===== config.mk =====
export PLATFORM = sky130hd
export DESIGN_NAME = counter_poke_peek_ctrl_flat
export DESIGN_NICKNAME = d
export VERILOG_FILES = /design/src/rtl/counter_poke_peek_ctrl_if.sv /design/src/rtl/counter_poke_peek_ctrl.sv /design/src/flat_wrapper.sv
export SDC_FILE = /design/constraint.sdc
export NUM_CORES = 1
export LEC_CHECK = 0
export BUFFER_PORTS_ARGS = -buffer_cell sky130_fd_sc_hd__clkbuf_2
export CAP_MARGIN = 20
export CORE_MARGIN = 10
export CORE_UTILIZATION = 54
export CTS_CLUSTER_SIZE = 14
export DETAILED_ROUTE_END_ITERATION = 10
export PLACE_DENSITY_LB_ADDON = 0.2
export SYNTH_ARGS = -nofsm -noshare
export SYNTH_HDL_FRONTEND = slang
export SYNTH_SLANG_ARGS = --single-unit

===== constraint.sdc =====
create_clock -name clock -period 4.5 [get_ports clock]
set_input_delay 0.9 -clock clock [delete_from_list [all_inputs] [get_ports clock]]
set_output_delay 0.9 -clock clock [all_outputs]
set_load 0.01 [all_outputs]

===== src/rtl/counter_poke_peek_ctrl_if.sv =====
// Command/response channel between a test sequencer (master) and the
// counter poke/peek controller (slave).
interface counter_poke_peek_ctrl_if #(
    parameter int WIDTH = 32
) ();
    logic             cmd_valid;
    logic             cmd_ready;
    logic [1:0]       cmd_op;
    logic [WIDTH-1:0] cmd_data;
    logic             rsp_valid;
    logic             rsp_ready;
    logic [WIDTH-1:0] rsp_data;
    logic [1:0]       rsp_status;

    modport master (
        output cmd_valid, cmd_op, cmd_data, rsp_ready,
        input  cmd_ready, rsp_valid, rsp_data, rsp_status
    );

    modport slave (
        input  cmd_valid, cmd_op, cmd_data, rsp_ready,
        output cmd_ready, rsp_valid, rsp_data, rsp_status
    );
endinterface


===== src/rtl/counter_poke_peek_ctrl.sv =====
// Host-side poke/peek controller for a free-running counter target.
// READ samples the count, WRITE backdoor-loads the target and verifies the
// reloaded count, WAIT_UNTIL polls until the count reaches a target value
// (wrap-safe) or a cycle budget runs out. One response per command.
module counter_poke_peek_ctrl #(
    parameter int WIDTH          = 32,
    parameter int VERIFY_SLACK   = 2,
    parameter int TIMEOUT_CYCLES = 1024
) (
    input  logic                     clock,
    input  logic                     reset,
    counter_poke_peek_ctrl_if.slave  bus,
    input  logic [WIDTH-1:0]         count_in,
    output logic                     update_out,
    output logic [WIDTH-1:0]         value_out
);
    localparam logic [1:0] OP_READ  = 2'd0;
    localparam logic [1:0] OP_WRITE = 2'd1;
    localparam logic [1:0] OP_WAIT  = 2'd2;

    localparam logic [1:0] ST_OK       = 2'd0;
    localparam logic [1:0] ST_MISMATCH = 2'd1;
    localparam logic [1:0] ST_TIMEOUT  = 2'd2;
    localparam logic [1:0] ST_BAD_OP   = 2'd3;

    // +1 keeps the counter at least one bit wide when TIMEOUT_CYCLES == 1
    localparam int              CNT_W    = $clog2(TIMEOUT_CYCLES + 1);
    localparam logic [CNT_W-1:0] CNT_LAST = CNT_W'(TIMEOUT_CYCLES - 1);
    localparam logic [WIDTH-1:0] SLACK    = WIDTH'(VERIFY_SLACK);

    typedef enum logic [2:0] {
        S_IDLE,
        S_WRITE,
        S_VERIFY,
        S_WAIT,
        S_RESP
    } state_t;

    state_t           state_r, state_s;
    logic [WIDTH-1:0] data_r, data_s;
    logic [WIDTH-1:0] value_r, value_s;
    logic             update_r, update_s;
    logic             rsp_valid_r, rsp_valid_s;
    logic [WIDTH-1:0] rsp_data_r, rsp_data_s;
    logic [1:0]       rsp_status_r, rsp_status_s;
    logic [CNT_W-1:0] wait_cnt_r, wait_cnt_s;
    logic             ready_r, ready_s;
    logic [WIDTH-1:0] diff_s;

    // Modulo-2^WIDTH distance of the live count past the latched value;
    // MSB clear means the count is at or past it (wrap-safe).
    assign diff_s = count_in - data_r;

    assign bus.cmd_ready  = ready_r & ~reset;
    assign bus.rsp_valid  = rsp_valid_r;
    assign bus.rsp_data   = rsp_data_r;
    assign bus.rsp_status = rsp_status_r;
    assign update_out     = update_r;
    assign value_out      = value_r;

    // Next-state and next-output decode; everything holds unless a branch changes it.
    always_comb begin
        state_s      = state_r;
        data_s       = data_r;
        value_s      = value_r;
        update_s     = 1'b0;
        rsp_valid_s  = rsp_valid_r;
        rsp_data_s   = rsp_data_r;
        rsp_status_s = rsp_status_r;
        wait_cnt_s   = wait_cnt_r;
        case (state_r)
            S_IDLE: begin
                if (bus.cmd_valid) begin
                    data_s = bus.cmd_data;
                    case (bus.cmd_op)
                        OP_READ: begin
                            state_s      = S_RESP;
                            rsp_valid_s  = 1'b1;
                            rsp_data_s   = count_in;
                            rsp_status_s = ST_OK;
                        end
                        OP_WRITE: begin
                            state_s  = S_WRITE;
                            value_s  = bus.cmd_data;
                            update_s = 1'b1;
                        end
                        OP_WAIT: begin
                            state_s    = S_WAIT;
                            wait_cnt_s = {CNT_W{1'b0}};
                        end
                        default: begin
                            state_s      = S_RESP;
                            rsp_valid_s  = 1'b1;
                            rsp_data_s   = {WIDTH{1'b0}};
                            rsp_status_s = ST_BAD_OP;
                        end
                    endcase
                end else begin
                    state_s = S_IDLE;
                end
            end
            S_WRITE: begin
                // the load strobe was the single cycle spent here
                state_s = S_VERIFY;
            end
            S_VERIFY: begin
                state_s      = S_RESP;
                rsp_valid_s  = 1'b1;
                rsp_data_s   = count_in;
                rsp_status_s = (diff_s <= SLACK) ? ST_OK : ST_MISMATCH;
            end
            S_WAIT: begin
                if (!diff_s[WIDTH-1]) begin
                    state_s      = S_RESP;
                    rsp_valid_s  = 1'b1;
                    rsp_data_s   = count_in;
                    rsp_status_s = ST_OK;
                end else if (wait_cnt_r == CNT_LAST) begin
                    state_s      = S_RESP;
                    rsp_valid_s  = 1'b1;
                    rsp_data_s   = count_in;
                    rsp_status_s = ST_TIMEOUT;
                end else begin
                    wait_cnt_s = wait_cnt_r + {{(CNT_W-1){1'b0}}, 1'b1};
                end
            end
            S_RESP: begin
                if (bus.rsp_ready) begin
                    state_s     = S_IDLE;
                    rsp_valid_s = 1'b0;
                end else begin
                    state_s = S_RESP;
                end
            end
            default: begin
                state_s     = S_IDLE;
                rsp_valid_s = 1'b0;
            end
        endcase
        ready_s = (state_s == S_IDLE);
    end

    // State and registered outputs; reset drops any in-flight command silently.
    always_ff @(posedge clock) begin
        if (reset) begin
            state_r      <= S_IDLE;
            data_r       <= {WIDTH{1'b0}};
            value_r      <= {WIDTH{1'b0}};
            update_r     <= 1'b0;
            rsp_valid_r  <= 1'b0;
            rsp_data_r   <= {WIDTH{1'b0}};
            rsp_status_r <= ST_OK;
            wait_cnt_r   <= {CNT_W{1'b0}};
            ready_r      <= 1'b1;
        end else begin
            state_r      <= state_s;
            data_r       <= data_s;
            value_r      <= value_s;
            update_r     <= update_s;
            rsp_valid_r  <= rsp_valid_s;
            rsp_data_r   <= rsp_data_s;
            rsp_status_r <= rsp_status_s;
            wait_cnt_r   <= wait_cnt_s;
            ready_r      <= ready_s;
        end
    end
endmodule


===== src/flat_wrapper.sv =====
// flat-port wrapper written by rule: the top's interface ports become plain ports
module counter_poke_peek_ctrl_flat 
#(
    parameter int WIDTH          = 32,
    parameter int VERIFY_SLACK   = 2,
    parameter int TIMEOUT_CYCLES = 1024
)
  (clock, reset, count_in, update_out, value_out, bus_cmd_valid, bus_cmd_op, bus_cmd_data, bus_rsp_ready, bus_cmd_ready, bus_rsp_valid, bus_rsp_data, bus_rsp_status);
  counter_poke_peek_ctrl_if #(.WIDTH(WIDTH)) bus_i ();
  input  logic clock;
  input  logic reset;
  input  logic [WIDTH-1:0] count_in;
  output logic update_out;
  output logic [WIDTH-1:0] value_out;
  input wire logic [$bits(bus_i.cmd_valid)-1:0] bus_cmd_valid;
  input wire logic [$bits(bus_i.cmd_op)-1:0] bus_cmd_op;
  input wire logic [$bits(bus_i.cmd_data)-1:0] bus_cmd_data;
  input wire logic [$bits(bus_i.rsp_ready)-1:0] bus_rsp_ready;
  output wire logic [$bits(bus_i.cmd_ready)-1:0] bus_cmd_ready;
  output wire logic [$bits(bus_i.rsp_valid)-1:0] bus_rsp_valid;
  output wire logic [$bits(bus_i.rsp_data)-1:0] bus_rsp_data;
  output wire logic [$bits(bus_i.rsp_status)-1:0] bus_rsp_status;
  assign bus_i.cmd_valid = bus_cmd_valid;
  assign bus_i.cmd_op = bus_cmd_op;
  assign bus_i.cmd_data = bus_cmd_data;
  assign bus_i.rsp_ready = bus_rsp_ready;
  assign bus_cmd_ready = bus_i.cmd_ready;
  assign bus_rsp_valid = bus_i.rsp_valid;
  assign bus_rsp_data = bus_i.rsp_data;
  assign bus_rsp_status = bus_i.rsp_status;
  counter_poke_peek_ctrl #(.WIDTH(WIDTH), .VERIFY_SLACK(VERIFY_SLACK), .TIMEOUT_CYCLES(TIMEOUT_CYCLES)) u_core (.clock(clock), .reset(reset), .bus(bus_i), .count_in(count_in), .update_out(update_out), .value_out(value_out));
endmodule

# Word-level counts from Yosys, hierarchy flattened
# Cells that the tools add are included.
# word_totals
ff_bits	115
output_inout_bits	69
word_cells	72
# op_classes
n_addsub	2
n_lt_le_gt_ge	1
eq_ne	14
n_mux	29
bitwise_logic	5
reduce_logical	12
# ops
operator	count
two-way mux 32 bit	3
case mux 32 bit (3 select lines)	1
case mux 32 bit (2 select lines)	1
two-way mux 11 bit	4
<= comparator 32 x 2 -> 1 bit (second input constant)	1
subtractor 32 bit	1
case mux 11 bit (2 select lines)	1
case mux 3 bit (5 select lines)	1
two-way mux 3 bit	4
adder 11 x 1 -> 11 bit (second input constant)	1
equality test 11 x 10 -> 1 bit (second input constant)	1
!= test 2 bit (second input constant)	5
AND reduction 5 bit	2
two-way mux 1 bit	7
equality test 3 x 2 -> 1 bit (second input constant)	2
zero test 3 bit	2
two-way mux 2 bit	3
case mux 2 bit (3 select lines)	1
case mux 3 bit (2 select lines)	1
case mux 1 bit (5 select lines)	1
NOT 1 bit	4
case mux 2 bit (2 select lines)	1
AND reduction 4 bit	1
equality test 3 x 1 -> 1 bit (second input constant)	1
other kinds (13)	13

# Depth between registers and ports, before layout
# Gate-level depths: netlist of run 1.
# depth
word_depth	5
depth_mapped	15

# Worst setup path before layout of run 1
# OpenSTA, ideal clock, no wires.
# synth_path
path_type	input to register
from	input count_in[28]
to	register u_core.rsp_data_r[22] (netlist: u_core.bus.rsp_data[22])
setup_time_ps	128
arrival_ps	3365
slack_ps	1007
stages	13
path_cell_list	ha_1 -> a21o_1 -> a211o_1 -> a221oi_1 -> a21oi_1 -> a21o_1 -> a31oi_2 -> xnor2_2 -> a311o_1 -> buf_2 -> buf_2 -> a22oi_1 -> nor2_1
# synth_via
elab_chain_len	3
elab_cells_between_ends	5
cone_classes	add/sub: 1; eq/ne: 1; mux: 2; reduce/logical: 1
# synth_lines
item	line_no	text
start, declared	flat_wrapper.sv:12	input logic [WIDTH-1:0] count_in;
subtractor 32 bit (*)	counter_poke_peek_ctrl.sv:52	assign diff_s = count_in - data_r;
!= test 3 bit (no source line) or two-way mux 32 bit (tied branches)	n/a	
AND reduction 4 bit (no source line) or case mux 32 bit (3 select lines) (tied branches)	n/a	
end signal, assigned	counter_poke_peek_ctrl.sv:151	rsp_data_r <= {WIDTH{1'b0}};
end signal, assigned	counter_poke_peek_ctrl.sv:161	rsp_data_r <= rsp_data_s;
end, declared	counter_poke_peek_ctrl.sv:44	logic [WIDTH-1:0] rsp_data_r, rsp_data_s;
# Every way passes the cells marked *; elsewhere a longest branch is shown, timed or not.
# A chain may end at the register's enable or synchronous reset.

# Final worst setup path of run 1
# layout_path
from	input count_in[25]
to	register u_core.wait_cnt_r[6]
# layout_via
elab_chain_len	3
# layout_lines
item	line_no	text
subtractor 32 bit	counter_poke_peek_ctrl.sv:52	
!= test 2 x 1 -> 1 bit (no source line)	n/a	
AND reduction 5 bit (no source line)	n/a	
end signal, assigned	counter_poke_peek_ctrl.sv:153	wait_cnt_r <= {CNT_W{1'b0}};
end signal, assigned	counter_poke_peek_ctrl.sv:163	wait_cnt_r <= wait_cnt_s;
end, declared	counter_poke_peek_ctrl.sv:46	logic [CNT_W-1:0] wait_cnt_r, wait_cnt_s;
# Every way passes these cells.

==> results of run 1 <==
==> cell type report <==
| cell class | instances | area [µm²] |
|---|---|---|
| inverter | 48 | 180 |
| multi-input combinational | 532 | 3350 |
| timing repair buffer | 147 | 758 |
| tap | 140 | 175 |
| clock buffer | 20 | 455 |
| sequential | 115 | 2300 |
| clock inverter | 12 | 155 |
| fill | 952 | 3460 |
==> worst max-delay path: stages <==
cell and delay, ns:
clkbuf_2 0.09, ha_1 0.55, nand4_1 0.17, nor3_1 0.27, a221oi_1 0.13, a21oi_1 0.21, a21o_1 0.13, a31oi_2 0.06
xnor2_2 0.41, a31oi_1 0.14, buf_4 0.20, nor4b_1 0.38, xnor2_1 0.17, nor2_1 0.05
==> final timing paths <==
path | end | slack, ns | depth (start not counted)
worst min-delay path | u_core.data_r[20] | 0.45 | 2
worst min register to register | u_core.data_r[20] | 0.45 | 2
worst max-delay path | u_core.wait_cnt_r[6] | 1.03 | 14
worst max register to register | u_core.wait_cnt_r[6] | 1.12 | 14
==> power groups by stage <==
stage / Clock (mW) / Combinational (mW) / Sequential [mW]
after floorplan: 0 / 0.454 / 1.14
after global placement: 0 / 0.653 / 1.13
after detailed placement: 0 / 0.663 / 1.13
after CTS: 1.39 / 0.670 / 1.11
after global routing: 1.44 / 0.747 / 1.12
final: 1.37 / 0.673 / 1.11
==> state kept, by name, indices dropped and copies added (netlist names) <==
signal	flops
u_core.bus.rsp_data	32
u_core.data_r	32
u_core.value_out	32
u_core.wait_cnt_r	11
u_core.state_r	3
u_core.bus.rsp_status	2
u_core.bus.rsp_valid	1
u_core.ready_r	1
u_core.update_out	1
==> cells in the final DEF, fill, tap and decap left out, types with 14 or more instances in the layout <==
cell	Yosys	routed
a22o_1	30	30
clkbuf_2	0	138
inv_1	48	48
clkbuf_16	0	16
xnor2_1	17	17
a21oi_1	81	80
nand2_1	92	92
a21o_1	14	14
a22oi_1	33	33
o21ai_0	18	18
dfxtp_1	115	115
ha_1	35	35
nor2_1	72	71
==> stage by stage <==
step | hold WS [ns] | util (%) | worst slack [ns] | cells | power (mW)
after global routing | 0.478 | 68.1 | 0.795 | 1014 | 3.31
after detailed placement | 0.446 | 62.4 | 0.568 | 982 | 1.80
final | 0.452 | 68.1 | 1.03 | 1014 | 3.15
after floorplan | 0.436 | - | 1.01 | 740 | 1.59
after global placement | 0.442 | 62.4 | 0.602 | 982 | 1.78
after CTS | 0.454 | 68.1 | 1.06 | 1014 | 3.17
==> metal layers <==
layer / part of all wire [%] / global-route usage (%)
met1: 46 / 26.5
met2: 47 / 34.7
met3: 6.0 / 6.46
met4: 1.7 / 7.79
met5: 0 / 0
==> cell families after synthesis <==
logic type | Yosys count
AOI/OAI and AO/OA | 234
and+or+nand+nor | 234
DFF | 115
buffers and inverters | 93
adders and majority gates | 36
xor gates and xnor gates | 23
muxes | 5
==> results.cfg, run 1 <==
[logic_synthesis]
synth_ff_type = dfxtp_1
synthMuxAreaShare_pct = 0.856
syn_inst = 740
ys_seq_area_share_pct = 38.4
synth-compound-area-share_pct = 26.1
synth_edf_count = 0
ys_types = 62
synth_top_family_by_area = compound AO/OA/AOI/OAI gates
ys_ff_latch = 115
synthTopCellsByCount = dfxtp_1 (115), nand2_1 (92), a21oi_1 (81), nor2_1 (72), inv_1 (48)
synth-simple-area-share_pct = 17.5
synth_top_cell_by_area = dfxtp_1
yosysTopAreaCellShare_pct = 38.4
synth_warnings = 0
synth.most_common_cell = dfxtp_1
synth_fa_ha_area_share_pct = 7.64
async_flop_share_pct = 0
syn_area_per_cell_um2 = 8.10
synth_area_leaders = dfxtp_1 (38%), ha_1 (7.3%), a21oi_1 (6.8%)
syn-num-nets = 846
synth-xor-area-share_pct = 3.49
syn_area_mm2 = 0.00599

[timing]
rsz0062_at_grt = false
setup_violations = 0
fin_tns_setup_ns = 0
final-hold-violation-count = 0
period_share_pct = 77.1
max_freq_mhz = 288
skew_ns = 0.00889
min_period_ns = 3.47
report.final.slew_viol_count = 0
relSlewSlack_pct = 41.6
tightest_slew_ns = 0.875

[detailed_routing]
detail_route.vias_per_cell = 5.74
drt.antenna.violating_nets = 0
via_count = 5817
dr.pass1.iters = 5
drt_iter0_markers = 361
wirelength_mm = 16.9
drc_errors = 0
wl_per_cell_um = 16.7

[final_layout]
n_antenna_cell = 0
final_area_mm2 = 0.00738
drive_above_1_share_pct = 22.1
finalNetCount = 967
area_growth_pct = 23.1

[critical_path]
r2r-start = u_core.data_r[25]
critical_path_class = primary input to register
endpoint_kind = register
cp.arrival_ns = 3.88
path_max_fanout = 14
critPathRequiredTime_ns = 4.91
startpoint = count_in[25]
cp-start-kind = primary input

[hold_path]
hold_class = register to register
min_from = u_core.data_r[20]

[pwr]
seq_power_share_pct = 35.3
vdd_drop_max_v = 0.000310
switching_share_pct = 29.5
internal_power_mw = 2.22
clockPowerShare_pct = 43.4
leakage_nw = 3.20
powerDensity_mw_per_mm2 = 428
pwr-share-comb_pct = 21.3
power.switching_mw = 0.932

[clock_network]
post-cts-setup-buffers = 0
ctsHoldBuffers = 0
cts_made_buffers = 17
ctsResizeCount = 0
cts_root_buf = clkbuf_8
cts_tree = done
path_clk_slew_ns = 0.06
clk_path_buf_depth = 2
cts_sinks = 115
clk-insertion-delay-late_ns = 0.53
h-tree-depth = 4

[floorplan]
chipWidth_um = 125
io_pins = 139
initial_core_util_pct = 55.3
fp.dieArea_mm2 = 0.0157
core_region_area_mm2 = 0.0108
num_rows = 38
die_h_um = 125

[place]
placed_area_mm2 = 0.00677
dp_hpwl_mm = 12.7
place_congestion = 0.932
io_buffers = 138

[global_route]
grt_max_degree = 44
grt_use_total_pct = 21.5
overflow = 0
grt_pass1_wl_mm = 28.2
grt_pass1_vias = 5849
antenna_found_initial = 0

[run]
drv_cap = 0

[status]
status = finished clean
Note: power is estimated with default switching activity, not from simulation.
==> run 2: changes to the inputs <==
CORE_UTILIZATION = 49   (was 54)
clock period = 2.9 ns   (was 4.5 ns; I/O delays follow)
==> run 2 against run 1 <==
Against the previous run: the run now ends with negative setup slack left; worst hold slack worse by 0.069 ns; highest routed layer unchanged; global-route usage up 1.5 points; power up 69%; via count up 8.2%.
==> results.cfg, run 2 (synthesis results as in run 1) <==
[status]
status = finished, violations left
violations = negative setup slack

[timing]
setup_violations = 28
min_period_ns = 3.00
report.final.slew_viol_count = 0
tightest_slew_ns = 0.876
finalWorstSetupSlack_ns = -0.0998
relSlewSlack_pct = 41.6
rsz0062_at_grt = true
final-hold-violation-count = 0
max_freq_mhz = 333
period_share_pct = 103
fin_tns_setup_ns = -1.08
skew_ns = 0.0110

[clock_network]
cts_sinks = 115
h-tree-depth = 4
clk-insertion-delay-late_ns = 0.43
cts_tree = done
clk_path_buf_depth = 2
path_clk_slew_ns = 0.05
cts_made_buffers = 17
cts_root_buf = clkbuf_16

[final_layout]
drive_above_1_share_pct = 38.4
layout_commonest_cell = clkbuf_2
finalNetCount = 1069
n_antenna_cell = 0
final_cell_mix = clkbuf_2 (138), dfxtp_1 (112), buf_4 (102)
area_growth_pct = 46.3
final_area_mm2 = 0.00876

[hold_path]
hold_end = u_core.value_out[27]
hold_class = primary input to register
min_from = bus_cmd_data[27]
min_path_cells = 2

[detailed_routing]
wl_per_cell_um = 17.5
drc_errors = 0
drt_iter0_markers = 397
drt.antenna.violating_nets = 0
dr.pass1.iters = 5
wirelength_mm = 19.6
via_count = 6296
detail_route.vias_per_cell = 5.61

[pwr]
seq_power_share_pct = 32.5
internal_power_mw = 3.75
pwr-share-comb_pct = 27.6
switching_share_pct = 29.7
leakage_nw = 3.82
power.switching_mw = 1.58
clockPowerShare_pct = 39.9
vdd_drop_max_v = 0.000610
powerDensity_mw_per_mm2 = 608

[critical_path]
r2r-start = u_core.data_r[0]
rrSetupSlack_ns = -0.1
endpoint_kind = register
critPathRequiredTime_ns = 3.19
cp-start-kind = register
rr_endpoint = u_core.bus.rsp_status[0]
cp.arrival_ns = 3.29
critical_path_class = register to register
r2r_cells = 13
path_max_fanout = 3

[run]
drv_cap = 0

[place]
place_congestion = 0.923
io_buffers = 138
dp_hpwl_mm = 14.7
placed_area_mm2 = 0.00777

[floorplan]
fp.dieArea_mm2 = 0.0171
die_h_um = 131
num_rows = 40
chipWidth_um = 131
initial_core_util_pct = 49.9
core_region_area_mm2 = 0.0120
io_pins = 139

[global_route]
overflow = 0
grt_use_total_pct = 22.9
grt_max_degree = 77
grt_pass1_wl_mm = 31.1
grt_pass1_vias = 6421
antenna_found_initial = 0
[run 2: cell types whose count changed in the layout (fill, tap and decap cells not counted), moves of 4 or more]
cell      change
buf_4        +93
a22oi_1      -22
a22oi_2      +22
ha_1         -17
ha_4         +15
a21oi_1      -10
a21oi_2       +9
buf_6         +6
clkbuf_1      +4
o21ai_2       +4
[run 2: power groups by stage]
stage                     combinational [mW]  sequential, mW  clock [mW]
after floorplan                        0.797            1.77           0
after detailed placement                1.35            1.76           0
final                                   1.47            1.73        2.13
after global placement                  1.32            1.75           0
after global routing                    1.61            1.74        2.23
after CTS                               1.42            1.73        2.15
[run 2: worst max path at each step]
stage                                 start                  endpoint  slack (ns)  depth (start not counted)
after floorplan                 count_in[1]  u_core.bus.rsp_status[0]       -0.01                         12
after global placement          count_in[0]  u_core.bus.rsp_status[0]       -0.40                         15
after detailed placement        count_in[0]  u_core.bus.rsp_status[0]       -0.46                         14
after CTS                 u_core.data_r[28]    u_core.bus.rsp_data[5]       -0.06                         14
after global routing       u_core.data_r[0]  u_core.bus.rsp_status[0]       -0.26                         13
final                      u_core.data_r[0]  u_core.bus.rsp_status[0]        -0.1                         13
[run 2: critical path: stages, from the launching register on]
cell and delay [ns]:
dfxtp_1 0.36, ha_4 0.18, fa_2 0.35, nand2b_4 0.15, a21oi_2 0.16, o21ai_2 0.11
a311oi_2 0.38, o21ai_2 0.14, o21ai_2 0.21, nand3_1 0.12, a211oi_2 0.22, nand3_1 0.10
nor4_1 0.27, a31oi_1 0.12
[run 2: final cells by class]
| cell class | count | area, µm² |
|---|---|---|
| Clock buffer | 23 | 468 |
| Inverter | 48 | 183 |
| Sequential cell | 115 | 2310 |
| Timing Repair Buffer | 249 | 1580 |
| Fill cell | 941 | 3250 |
| Multi-Input combinational cell | 532 | 3920 |
| Clock inverter | 9 | 129 |
| Tap cell | 147 | 184 |
[run 2: metrics by stage]
stage	instances	setup WS (ns)	utilization, %	hold WS (ns)	power, mW
floorplan	740	-0.0122	-	0.436	2.56
detailed placement	1081	-0.460	64.7	0.449	3.10
global route	1123	-0.256	73.0	0.385	5.58
CTS	1119	-0.0614	71.3	0.367	5.30
global placement	1081	-0.401	64.7	0.443	3.08
finish	1123	-0.0998	73.0	0.383	5.33
[run 2: layer usage]
layer / global-route usage, % / share of wire, % / up-vias
li1: - / - / 3080
met2: 41.0 / 51 / 188
met1: 25.5 / 42 / 3003
met5: 0 / 0 / -
met4: 8.04 / 2.0 / 0
met3: 6.33 / 5.5 / 25
[run 2: timing repair]
action	CTS	global route
hold buffers	0	0
gates cloned	0	0
setup endpoints to repair	42	47
pin swaps	12	18
setup buffers	6	4
gates resized for setup	33	34
